--- config.mk ---
export PLATFORM = sky130hd
export DESIGN_NAME = bus_round_robin_arbiter
export DESIGN_NICKNAME = d
export VERILOG_FILES = /design/src/rtl/bus_round_robin_arbiter.sv
export SDC_FILE = /design/constraint.sdc
export NUM_CORES = 1
export LEC_CHECK = 0
export CAP_MARGIN = 10
export CORE_MARGIN = 8
export CORE_UTILIZATION = 56
export DETAILED_ROUTE_END_ITERATION = 7
export PLACE_DENSITY = 0.94
export RECOVER_POWER = 25
export SLEW_MARGIN = 20
export SYNTH_ARGS = -nofsm -noshare
export SYNTH_HDL_FRONTEND = slang
export SYNTH_SLANG_ARGS = --single-unit
--- constraint.sdc ---
create_clock -name clock -period 5.3 [get_ports clock]
set_input_delay 0.795 -clock clock [delete_from_list [all_inputs] [get_ports clock]]
set_output_delay 0.795 -clock clock [all_outputs]
set_load 0.1 [all_outputs]
--- src/rtl/bus_round_robin_arbiter.sv ---
// bus_round_robin_arbiter
// Shares one system bus between NUM_MASTERS masters. A requester picked
// round-robin receives a single-cycle grant pulse. The arbiter then follows
// the owner's begin/end of transaction until the bus is free again. Two
// watchdogs guard the bus. The first silently withdraws a grant that is never
// used. The second aborts a transaction that shows no activity, pulsing
// end_transaction_out and bus_error_out.

module bus_round_robin_arbiter #(
  parameter int NUM_MASTERS    = 4,
  parameter int BEGIN_TIMEOUT  = 8,
  parameter int ACTIVE_TIMEOUT = 256
) (
  input  logic                           clock,
  input  logic                           reset,
  input  logic [NUM_MASTERS-1:0]         request,
  output logic [NUM_MASTERS-1:0]         granted,
  input  logic                           begin_transaction_in,
  input  logic                           end_transaction_in,
  input  logic                           data_valid_in,
  input  logic                           busy_in,
  input  logic                           error_in,
  output logic                           end_transaction_out,
  output logic                           bus_error_out,
  output logic [$clog2(NUM_MASTERS)-1:0] active_master,
  output logic                           bus_idle
);

  localparam int IDX_W       = $clog2(NUM_MASTERS);
  localparam int MAX_TIMEOUT = (BEGIN_TIMEOUT > ACTIVE_TIMEOUT) ? BEGIN_TIMEOUT : ACTIVE_TIMEOUT;
  localparam int CNT_W       = $clog2(MAX_TIMEOUT) + 1;

  localparam logic [CNT_W-1:0] BEGIN_LAST  = CNT_W'(BEGIN_TIMEOUT - 1);
  localparam logic [CNT_W-1:0] ACTIVE_LAST = CNT_W'(ACTIVE_TIMEOUT - 1);
  localparam logic [CNT_W-1:0] CNT_MAX     = '1;
  localparam logic [IDX_W-1:0] PTR_RESET   = IDX_W'(NUM_MASTERS - 1);

  typedef enum logic [2:0] {
    IDLE,
    GRANT,
    WAIT_BEGIN,
    ACTIVE,
    ABORT
  } state_t;

  state_t           state;
  state_t           next_state;
  logic [CNT_W-1:0] count;
  logic [CNT_W-1:0] next_count;
  logic [CNT_W-1:0] count_inc;
  logic [IDX_W-1:0] pointer;
  logic [IDX_W-1:0] next_pointer;
  logic [IDX_W-1:0] owner;
  logic [IDX_W-1:0] next_owner;
  logic [IDX_W-1:0] sel;
  logic             sel_valid;
  int               scan_idx;

  // Round-robin pick: first requester found scanning upward from pointer+1, wrapping at NUM_MASTERS
  always_comb begin
    sel       = '0;
    sel_valid = 1'b0;
    scan_idx  = 0;
    for (int i = 1; i <= NUM_MASTERS; i++) begin
      scan_idx = (int'(pointer) + i) % NUM_MASTERS;
      if (!sel_valid && request[IDX_W'(scan_idx)]) begin
        sel       = IDX_W'(scan_idx);
        sel_valid = 1'b1;
      end
    end
  end

  // Watchdog counter saturates at all-ones so a long wait can never wrap back to a small count
  always_comb begin
    count_inc = (count == CNT_MAX) ? count : count + 1'b1;
  end

  // State register together with the watchdog counter, round-robin pointer and owner index
  always_ff @(posedge clock) begin
    if (!reset) begin
      state   <= IDLE;
      count   <= '0;
      pointer <= PTR_RESET;
      owner   <= '0;
    end else begin
      state   <= next_state;
      count   <= next_count;
      pointer <= next_pointer;
      owner   <= next_owner;
    end
  end

  // Next-state logic: a real end of transaction always takes priority over either timeout
  always_comb begin
    next_state   = state;
    next_count   = count;
    next_pointer = pointer;
    next_owner   = owner;
    case (state)
      IDLE: begin
        if (sel_valid) begin
          next_state   = GRANT;
          next_pointer = sel;
          next_owner   = sel;
          next_count   = '0;
        end
      end
      GRANT: begin
        next_state = WAIT_BEGIN;
        next_count = '0;
      end
      WAIT_BEGIN: begin
        if (begin_transaction_in && end_transaction_in) begin
          next_state = IDLE;
        end else if (begin_transaction_in) begin
          next_state = ACTIVE;
          next_count = '0;
        end else if (count >= BEGIN_LAST) begin
          next_state = IDLE;
        end else begin
          next_count = count_inc;
        end
      end
      ACTIVE: begin
        if (end_transaction_in || error_in) begin
          next_state = IDLE;
        end else if (data_valid_in || busy_in) begin
          next_count = '0;
        end else if (count >= ACTIVE_LAST) begin
          next_state = ABORT;
        end else begin
          next_count = count_inc;
        end
      end
      ABORT: begin
        next_state = IDLE;
      end
      default: begin
        next_state = IDLE;
      end
    endcase
  end

  // Outputs decode the registered state only, so each pulse lasts exactly one state cycle
  always_comb begin
    granted = '0;
    if (state == GRANT) begin
      granted[owner] = 1'b1;
    end
    end_transaction_out = (state == ABORT);
    bus_error_out       = (state == ABORT);
    active_master       = owner;
    bus_idle            = (state == IDLE);
  end

endmodule

==> qor.yml <==
synth:
  ys_seq_elements: 16
  postSynth.asyncResetShare: 0
  syn-num-nets: 162
  yosysUniqueCellTypes: 58
  synth.avg_cell_area_um2: 7.924
  synth_edf_count: 0
  synthesis.area_mm2: 0.001189
  yosys_warnings: 0
  postSynthCellCount: 150
  synth_top_flop_cell: "dfxtp_1"
  yosysSeqAreaShare: 0.2695
final_layout:
  drive_gt1_frac: 0.07362
  fin_nets: 177
  instances_no_fill: 190
  layout_commonest_cell: "clkdlybuf4s50_1"
  fill_cells: 149
  layout_common_cells: "clkdlybuf4s50_1 (17), dfxtp_1 (16), nand2_1 (15)"
  final_cell_area_mm2: 0.001371
  syn2layout_area_growth_pct: 15.37
  insertedDiodeCount: 0
cts:
  post_cts_buffers: 0
  cts.sinks: 16
  clk_latency_ns: 0.27
  cts_resized: 0
  numCtsBuffers: 3
  clock_path_buffers: 2
  htree_num_levels: 1
  cts.clk_slew.worst_paths_ns: 0.09
  clockRootBuffer: "clkbuf_4"
  cts_tree: "yes"
  hold_buffers: 0
global_route:
  grt_pass1_wl_um: 5009
  grt_pass1_vias: 1149
  antenna_found_initial: 0
  grt_max_degree: 19
  grt-ovfl-total: 0
  track_usage: 0.1657
detailed_routing:
  num_vias: 1236
  vias_per_cell: 6.505
  first_pass_iters: 4
  ant_nets: 0
  drtIter0Drc: 59
  drc: 0
  routed_wl_um: 2941
  wire_per_inst_um: 15.48
power:
  cellPowerDensity_mw_per_mm2: 269.1
  swShare: 0.4439
  leakagePower_uw: 0.0004851
  p_switching_uw: 163.8
  combPwrFrac: 0.436
  ir_drop_mv: 0.2006
  p_int_uw: 205.2
  finalPower_uw: 369.0
  clkPwrFrac: 0.166
  seq_power_share: 0.398
timing:
  finalCriticalPeriod_ns: 3.171
  fmax_mhz: 315.4
  finalClockSkew_ns: 0.005680
  slew_viol_final: 0
  period_share: 0.5982
  grt_setup_unrepaired: "false"
  finalHoldViolations: 0
  worst_pin_slew_ns: 0.9706
  setup_tns_ns: 0
  maxSlewHeadroom: 0.3509
  setup_viol: 0
floorplanning:
  dieArea_mm2: 0.003853
  ioPinCount: 20
  die_h_um: 62.07
  start_util: 0.5997
  core_area_mm2: 0.001982
  die_w_um: 62.07
  rows: 16
place:
  numPortBuffers: 19
  gp_congestion: 0.9008
  placedCellCount: 187
  dp_hpwl_um: 2257
  dpl_cell_area_mm2: 0.001355
run:
  max-cap-violations: 0
worst_setup_path:
  cp_max_fo: 9
  crit_path_end_kind: "output port"
  crit_type: "reg -> out"
  cpPeakStageDelay_ns: 1.13
  crit_chain: "or3_1 > inv_2 > clkdlybuf4s50_1"
  critPathSlowestCell: "clkdlybuf4s50_1"
  critPathLaunchType: "register"
  critical_path_required_ns: 4.51
  worstPathArrival_ns: 2.38
min_path:
  hp-class: "reg -> reg"
outcome:
  status: "finished clean"
metal layers:
metal / vias up / global-route usage / wire [um] / share of wire
met5: - / 0 / 0 / 0
met2: 56 / 0.2773 / 1404 / 0.48
met4: 0 / 0.05519 / 39 / 0.013
met3: 6 / 0.03086 / 221 / 0.075
li1: 593 / - / - / -
met1: 581 / 0.2064 / 1276 / 0.43
final cells by class:
type,count,area (um2),area share
well taps,27,33.78,0.02463
flip-flops and latches,16,320.3,0.2336
inverters,6,22.52,0.01642
multi-input cells,119,782.0,0.5703
clock buffers,3,22.52,0.01642
repair buffers,19,190.2,0.1387
through the flow:
step           setup WS, ns  hold WS, ns  utilization
2_1_floorplan         1.211       0.4776            -
3_3_place_gp          2.437       0.5000       0.6837
3_5_place_dp          2.329       0.5260       0.6837
4_1_cts               2.144       0.5386       0.6951
5_1_grt               2.072       0.5686       0.6919
6_report              2.129       0.5402       0.6919
power groups by stage:
stage	logic [uW]	registers, uW	clock network [uW]
floorplan	107	164	0
global placement	156	147	0
detailed placement	161	149	0
CTS	161	146	62.8
global route	171	149	69.1
finish	161	147	61.4
critical path, delay by kind of cell (launching register included):
| family | cells | cell delay [ns] |
|---|---|---|
| buf+inv | 2 | 1.23 |
| flops | 1 | 0.40 |
| simple gates | 1 | 0.47 |
logic make-up after synthesis:
family,after synthesis,share of synthesized area
AND/OR/NAND/NOR,69,0.3295
buffers and inverters,15,0.06736
AO/OA/AOI/OAI,47,0.3074
adder cells (fa/ha/maj),1,0.01052
flip-flops,16,0.2695
XOR/XNOR,1,0.007370
multiplexers,1,0.008421
worst paths after layout:
path | cells past startpoint | slack [ns] | end | start
worst max-delay path | 3 | 2.13 | bus_idle | state[0]
worst min-delay path | 2 | 0.54 | active_master[1] | active_master[1]
worst max register to register | 6 | 2.89 | count[4] | count[0]
worst min register to register | 2 | 0.54 | active_master[1] | active_master[1]
cell usage after synthesis (all sizes together), types with 2 or more instances:
library cell  instances  area share
nand2                15       0.047
nand2b                3       0.016
dfxtp                16        0.27
clkbuf                4       0.016
o21ai                12       0.051
or4                   2       0.016
nor3                  7       0.029
o211ai                4       0.025
and3                  3       0.016
o311a                 2       0.017
o21a                  3       0.019
inv                   6       0.019
nand3b                3       0.019
o22ai                 2       0.011
nand3                 6       0.025
and2                  4       0.021
nor2                 11       0.043
buf                   5       0.033
nand4                 4       0.021
nor4                  3       0.021
a21oi                 7       0.029
nor3b                 2       0.013
flip-flops by register name, indices dropped and copies added (netlist names):
name and count:
active_master 2, pointer 2, count 9, state 3
Power figures use the tool's default switching activity.
